$ cat config.mk
export PLATFORM = sky130hd
export DESIGN_NAME = knn_topk_voter
export DESIGN_NICKNAME = d
export VERILOG_FILES = /design/src/rtl/knn_topk_voter.sv
export SDC_FILE = /design/constraint.sdc
export NUM_CORES = 1
export LEC_CHECK = 0
export ABC_AREA = 0
export CORE_AREA = 10 10 202 204
export DETAILED_ROUTE_END_ITERATION = 7
export DIE_AREA = 0 0 212 214
export PLACE_DENSITY = 0.69
export SETUP_SLACK_MARGIN = 0.05
export SYNTH_ARGS = -nofsm -noshare
export SYNTH_HDL_FRONTEND = slang
export SYNTH_SLANG_ARGS = --single-unit
$ cat constraint.sdc
create_clock -name clk -period 9.5 [get_ports clk]
set_input_delay 1.9 -clock clk [delete_from_list [all_inputs] [get_ports clk]]
set_output_delay 1.9 -clock clk [all_outputs]
set_load 0.05 [all_outputs]
$ cat src/rtl/knn_topk_voter.sv
// knn_topk_voter: streaming top-K nearest-neighbour selector with class majority vote.
// Latency: inference_done pulses n+1 cycles after the closing accept (n = kept entries, 1..K).
// Backpressure: dist_ready high only in COLLECT, one pair per cycle with no bubbles; low elsewhere.
// Build option: define KNN_WEIGHTED_VOTE_EN for rank-weighted voting (rank r adds K-r votes).
module knn_topk_voter #(
    parameter int W      = 32,
    parameter int TYPE_W = 3,
    parameter int K      = 7,
    parameter int L      = 64
) (
    input  logic                    clk,
    input  logic                    rst,
    input  logic                    start,
    input  logic                    dist_valid,
    output logic                    dist_ready,
    input  logic [W-1:0]            dist_in,
    input  logic [TYPE_W-1:0]       type_in,
    input  logic                    last,
    output logic [$clog2(L+1)-1:0]  sample_count,
    output logic                    busy,
    output logic [TYPE_W-1:0]       inferred_type,
    output logic                    inference_done
);

    localparam int NUM_TYPES = 2**TYPE_W;
    localparam int SCW       = $clog2(L+1);
    localparam int NW        = $clog2(K+1);
`ifdef KNN_WEIGHTED_VOTE_EN
    localparam int VW        = $clog2(K*(K+1)/2+1);
`else
    localparam int VW        = $clog2(K+1);
`endif

    typedef enum logic [1:0] {
        S_IDLE    = 2'd0,
        S_COLLECT = 2'd1,
        S_TALLY   = 2'd2,
        S_DONE    = 2'd3
    } state_t;

    state_t             state_q, state_d;
    logic [W-1:0]       dist_q  [K];
    logic [W-1:0]       dist_d  [K];
    logic [TYPE_W-1:0]  type_q  [K];
    logic [TYPE_W-1:0]  type_d  [K];
    logic [VW-1:0]      votes_q [NUM_TYPES];
    logic [VW-1:0]      votes_d [NUM_TYPES];
    logic [NW-1:0]      n_q, n_d;          // valid entries occupy ranks 0..n-1
    logic [NW-1:0]      idx_q, idx_d;      // tally walk pointer
    logic [SCW-1:0]     sc_q, sc_d;
    logic [TYPE_W-1:0]  inf_q, inf_d;
    logic               done_q, done_d;

    logic [NW-1:0]      ins_pos;
    logic               ins_en;
    logic [VW-1:0]      weight;
    logic [TYPE_W-1:0]  best_t;
    logic [VW-1:0]      best_v;

    // Insert position: count of kept entries with distance <= incoming, so ties keep arrival order
    always_comb begin
        ins_pos = '0;
        for (int i = 0; i < K; i++) begin
            if ((NW'(i) < n_q) && (dist_q[i] <= dist_in)) begin
                ins_pos = ins_pos + 1'b1;
            end
        end
        ins_en = (n_q < NW'(K)) || (dist_in < dist_q[K-1]);
    end

    // Vote weight for the entry currently being tallied
    always_comb begin
`ifdef KNN_WEIGHTED_VOTE_EN
        weight = VW'(K) - VW'(idx_q);
`else
        weight = VW'(1);
`endif
    end

    // Argmax over class counters; strict compare keeps the smallest index on ties
    always_comb begin
        best_t = '0;
        best_v = votes_q[0];
        for (int t = 1; t < NUM_TYPES; t++) begin
            if (votes_q[t] > best_v) begin
                best_v = votes_q[t];
                best_t = TYPE_W'(t);
            end
        end
    end

    // Next-state: collection with shift-insert, tally walk, result capture
    always_comb begin
        state_d = state_q;
        dist_d  = dist_q;
        type_d  = type_q;
        votes_d = votes_q;
        n_d     = n_q;
        idx_d   = idx_q;
        sc_d    = sc_q;
        inf_d   = inf_q;
        done_d  = 1'b0;
        case (state_q)
            S_IDLE: begin
                if (start) begin
                    n_d   = '0;
                    sc_d  = '0;
                    idx_d = '0;
                    for (int t = 0; t < NUM_TYPES; t++) begin
                        votes_d[t] = '0;
                    end
                    state_d = S_COLLECT;
                end
            end
            S_COLLECT: begin
                if (dist_valid) begin
                    sc_d = sc_q + 1'b1;
                    if (ins_en) begin
                        for (int i = 0; i < K; i++) begin
                            if (NW'(i) == ins_pos) begin
                                dist_d[i] = dist_in;
                                type_d[i] = type_in;
                            end
                        end
                        // Entries behind the insert point slide down one rank; rank K-1 falls off
                        for (int i = 1; i < K; i++) begin
                            if (NW'(i) > ins_pos) begin
                                dist_d[i] = dist_q[i-1];
                                type_d[i] = type_q[i-1];
                            end
                        end
                        if (n_q != NW'(K)) begin
                            n_d = n_q + 1'b1;
                        end
                    end
                    if (last || (sc_q == SCW'(L-1))) begin
                        idx_d   = '0;
                        state_d = S_TALLY;
                    end
                end
            end
            S_TALLY: begin
                votes_d[type_q[idx_q]] = votes_q[type_q[idx_q]] + weight;
                idx_d = idx_q + 1'b1;
                if (idx_q == n_q - 1'b1) begin
                    state_d = S_DONE;
                end
            end
            S_DONE: begin
                inf_d   = best_t;
                done_d  = 1'b1;
                state_d = S_IDLE;
            end
            default: state_d = S_IDLE;
        endcase
    end

    // State registers with asynchronous active-low clear
    always_ff @(posedge clk or negedge rst) begin
        if (!rst) begin
            state_q <= S_IDLE;
            n_q     <= '0;
            idx_q   <= '0;
            sc_q    <= '0;
            inf_q   <= '0;
            done_q  <= 1'b0;
            for (int i = 0; i < K; i++) begin
                dist_q[i] <= '0;
                type_q[i] <= '0;
            end
            for (int t = 0; t < NUM_TYPES; t++) begin
                votes_q[t] <= '0;
            end
        end else begin
            state_q <= state_d;
            n_q     <= n_d;
            idx_q   <= idx_d;
            sc_q    <= sc_d;
            inf_q   <= inf_d;
            done_q  <= done_d;
            dist_q  <= dist_d;
            type_q  <= type_d;
            votes_q <= votes_d;
        end
    end

    assign dist_ready     = (state_q == S_COLLECT);
    // The done pulse cycle still counts as busy so busy drops as the pulse ends
    assign busy           = (state_q != S_IDLE) || done_q;
    assign sample_count   = sc_q;
    assign inferred_type  = inf_q;
    assign inference_done = done_q;

endmodule

==> impl_metrics.prom <==
# TYPE chip_impl_metric gauge
chip_impl_metric{name="p_total",unit="mW"} 9.47
chip_impl_metric{name="post_cts_hold_buffer_count",unit=""} 0
chip_impl_metric{name="port_buffers",unit=""} 52
chip_impl_metric{name="clock_tree.buffer_depth",unit=""} 3
chip_impl_metric{name="final.period_utilization",unit="%"} 94.0
chip_impl_metric{name="cts_num_sinks",unit=""} 288
chip_impl_metric{name="dp_hpwl",unit="µm"} 42400
chip_impl_metric{name="ys_async_sr_fraction",unit="%"} 100
chip_impl_metric{name="insertedDiodeCount",unit=""} 0
chip_impl_metric{name="die_h",unit="µm"} 214
chip_impl_metric{name="core_area",unit="µm²"} 37000
chip_impl_info{name="start_kind",value="input pin"} 1
chip_impl_metric{name="boundaryPins",unit=""} 53
chip_impl_info{name="netlist_top_cells_area",value="dfrtp_1 36%, ha_1 16%, a21oi_1 4.8%, mux2i_1 4.7%, nand2_1 4.5%"} 1
chip_impl_metric{name="worstPathMaxFanout",unit=""} 27
chip_impl_metric{name="power_leakage",unit="nW"} 10.3
chip_impl_metric{name="cts.clk_slew.worst_paths",unit="ps"} 60
chip_impl_metric{name="synthCells",unit=""} 2161
chip_impl_metric{name="areaGrowthSynthToFinish",unit="%"} 14.1
chip_impl_metric{name="synth_sequential_area_ratio",unit="%"} 36.3
chip_impl_metric{name="gr-total-overflow",unit=""} 0
chip_impl_metric{name="fp.dieW",unit="µm"} 212
chip_impl_metric{name="post_route_cells_drive_above_1_share",unit="%"} 9.37
chip_impl_metric{name="tightestPinTransition",unit="ps"} 1130
chip_impl_metric{name="post_synth_num_cell_types",unit=""} 79
chip_impl_info{name="status",value="complete, no violations"} 1
chip_impl_metric{name="fp_rows",unit=""} 71
chip_impl_metric{name="dpl_cell_area",unit="µm²"} 21400
chip_impl_metric{name="critical_path_arrival",unit="ps"} 9350
chip_impl_metric{name="ys_ff_latch",unit=""} 288
chip_impl_metric{name="layout.cell_area.non_filler",unit="µm²"} 22700
chip_impl_metric{name="globalplace.congestion",unit=""} 0.946
chip_impl_metric{name="critPathRequiredTime",unit="ps"} 9920
chip_impl_metric{name="drc",unit=""} 0
chip_impl_info{name="min_path_type",value="reg2reg"} 1
chip_impl_metric{name="initial_core_util",unit="%"} 53.7
chip_impl_info{name="setup_repair_after_global_routing_missed_its_margin",value="no"} 1
chip_impl_metric{name="setup_slack",unit="ps"} 572
chip_impl_metric{name="globalRouteTotalUtil",unit="%"} 25.7
chip_impl_metric{name="first_global_vias",unit=""} 16852
chip_impl_info{name="synth_area_leader_cell",value="dfrtp_1"} 1
chip_impl_info{name="tritoncts_clock_tree",value="done"} 1
chip_impl_metric{name="postRouteAntennaNets",unit=""} 0
chip_impl_metric{name="via_count",unit=""} 17331
chip_impl_metric{name="vias_per_cell",unit=""} 6.31
chip_impl_metric{name="final_wirelength",unit="µm"} 59400
chip_impl_metric{name="clock_latency",unit="ps"} 540
chip_impl_metric{name="place_worst_setup_slack",unit="ps"} -78.9
chip_impl_metric{name="number_of_antenna_violations_at_the_first_check_in_global_routing",unit=""} 0
chip_impl_metric{name="routed_wire_length_per_instance",unit="µm"} 21.6
chip_impl_metric{name="slowest_delay",unit="ps"} 480
chip_impl_metric{name="power_per_cell_area",unit="nW/µm²"} 418
chip_impl_metric{name="synth_edf_count",unit=""} 0
chip_impl_metric{name="max_cap_violations",unit=""} 0
chip_impl_metric{name="dieArea",unit="µm²"} 45400
chip_impl_metric{name="detailedRoute.firstIterationViolations",unit=""} 1520
chip_impl_metric{name="report.final.setup_viol",unit=""} 0
chip_impl_metric{name="nets",unit=""} 2556
chip_impl_metric{name="synth_top_area_share",unit="%"} 36.3
chip_impl_metric{name="syn_area",unit="µm²"} 19900
chip_impl_metric{name="ir_drop",unit="V"} 0.000389
chip_impl_metric{name="final_period_minus_worst_setup_slack",unit="ps"} 8930
chip_impl_info{name="critPathKind",value="in2reg"} 1
chip_impl_metric{name="final-hold-violation-count",unit=""} 0
chip_impl_metric{name="final_core_utilization",unit="%"} 61.2
chip_impl_info{name="clockRootBuffer",value="clkbuf_16"} 1
chip_impl_info{name="critical_path_end_type",value="flop"} 1
chip_impl_metric{name="syn-num-nets",unit=""} 2463
chip_impl_metric{name="hold-worst-slack",unit="ps"} 491
chip_impl_info{name="synth_ff_type",value="dfrtp_1"} 1
chip_impl_metric{name="yosysWarningCount",unit=""} 0
chip_impl_metric{name="max_slew_margin",unit="%"} 24.4
chip_impl_metric{name="timing_max_transition_violations_final",unit=""} 0
chip_impl_metric{name="grt_max_degree",unit=""} 167
chip_impl_metric{name="synth.avg_cell_area",unit="µm²"} 9.20
chip_impl_metric{name="cts.htree.levels",unit=""} 2
chip_impl_metric{name="grt_pass1_wl",unit="µm"} 93800
chip_impl_metric{name="cts_inserted_buffers",unit=""} 34
chip_impl_metric{name="fin_skew",unit="ps"} 17.0
chip_impl_metric{name="drtPass1Iterations",unit=""} 5
chip_impl_info{name="highest_delay_cell_along_the_critical_path",value="clkdlybuf4s50_1"} 1
chip_impl_metric{name="fmax",unit="MHz"} 112
where the power goes:
part	switching, mW	internal (mW)	total (mW)
combinational	3.42	2.42	5.84
sequential	0.506	1.80	2.31
clock	0.535	0.785	1.32
total	4.46	5.01	9.47
logic make-up after synthesis:
family | Yosys count | share of synthesized area [%]
AO/OA/AOI/OAI | 667 | 21.5
AND/OR/NAND/NOR | 592 | 13.8
flip-flops | 288 | 36.3
adder cells (fa/ha/maj) | 262 | 16.5
buffers and inverters | 222 | 5.02
multiplexers | 109 | 5.82
XOR/XNOR | 21 | 1.15
final timing paths:
path	depth (start not counted)	start	slack, ps	endpoint
min in group asynchronous	1	rst	1440	dist_q[136]
max in group asynchronous	2	rst	6610	dist_q[220]
hold reg to reg	2	dist_q[160]	490	dist_q[160]
setup reg to reg	51	votes_q[19]	790	inferred_type[2]
setup / recovery	40	dist_in[1]	570	dist_q[27]
hold / removal	2	dist_q[160]	490	dist_q[160]
flip-flops by register name (all words and copies together) (netlist names):
| signal | flops |
|---|---|
| inferred_type | 3 |
| idx_q | 3 |
| n_q | 3 |
| votes_q | 24 |
| type_q | 21 |
| dist_q | 224 |
| sample_count | 7 |
| inference_done | 1 |
| state_q | 2 |
cells in the mapped netlist (23+ instances only):
| master | count |
|---|---|
| o22ai_1 | 64 |
| o311ai_1 | 32 |
| a21o_1 | 23 |
| clkbuf_1 | 52 |
| a21oi_1 | 189 |
| nor2b_1 | 24 |
| inv_1 | 113 |
| nand4_1 | 52 |
| o21ai_0 | 149 |
| nand3_1 | 77 |
| nand2_1 | 237 |
| o22a_1 | 66 |
| nor2_1 | 118 |
| mux2i_1 | 93 |
| buf_2 | 32 |
| ha_1 | 262 |
| dfrtp_1 | 288 |
worst max-delay path, delay by kind of cell:
family	cells	cell delay, ps
fa+ha+maj	6	1580
xor+xnor	2	350
mux	1	200
simple gates	8	1190
buf+inv	6	1370
compound gates	17	2760
through the flow:
stage / setup TNS [ps] / instances
6_report: 0 / 2748
5_1_grt: 0 / 2748
4_1_cts: 0 / 2745
3_5_place_dp: -2130 / 2689
3_3_place_gp: 0 / 2689
2_1_floorplan: 0 / 2161
what timing repair did:
| item | 4_1_cts | 5_1_grt |
|---|---|---|
| setup buffers | 0 | 1 |
| setup endpoints to repair | 0 | 75 |
| endpoints found under the hold margin | 0 | 0 |
| resized for setup | 0 | 15 |
metal layers:
layer | GRT usage (%) | part of all wire [%]
met1 | 35.0 | 45
met5 | 0 | 0
met2 | 40.2 | 46
met3 | 4.21 | 6.4
met4 | 9.23 | 3.4
cell type report:
class                           instances  area (µm²)
Fill cell                            3187       14400
Multi-Input combinational cell       1652       11800
Sequential cell                       288        7210
Timing Repair Buffer                  165        1540
Clock buffer                           51        1050
Tap cell                              474         593
Inverter                              113         424
Clock inverter                          5        50.0
layout by cell type (no fill, tap or decap), drive strengths merged, types with 8 or more instances in the layout:
master | synthesis | final
or3 | 9 | 9
o311ai | 34 | 34
o21ai | 168 | 168
nand3 | 78 | 78
o21a | 17 | 17
mux2i | 93 | 93
nor2b | 24 | 24
nand4 | 52 | 52
dfrtp | 288 | 288
clkbuf | 52 | 52
a31oi | 8 | 8
o22ai | 64 | 64
nand2b | 22 | 22
ha | 262 | 262
nor2 | 120 | 120
a21o | 23 | 23
buf | 57 | 113
o31ai | 20 | 20
nor3 | 18 | 18
mux2 | 12 | 12
inv | 113 | 113
o22a | 66 | 66
clkdlybuf4s50 | 0 | 51
nand2 | 237 | 237
xor2 | 13 | 13
a211oi | 9 | 9
a21oi | 191 | 192
a221o | 10 | 10
No activity file was read; power rests on OpenSTA's default activity.
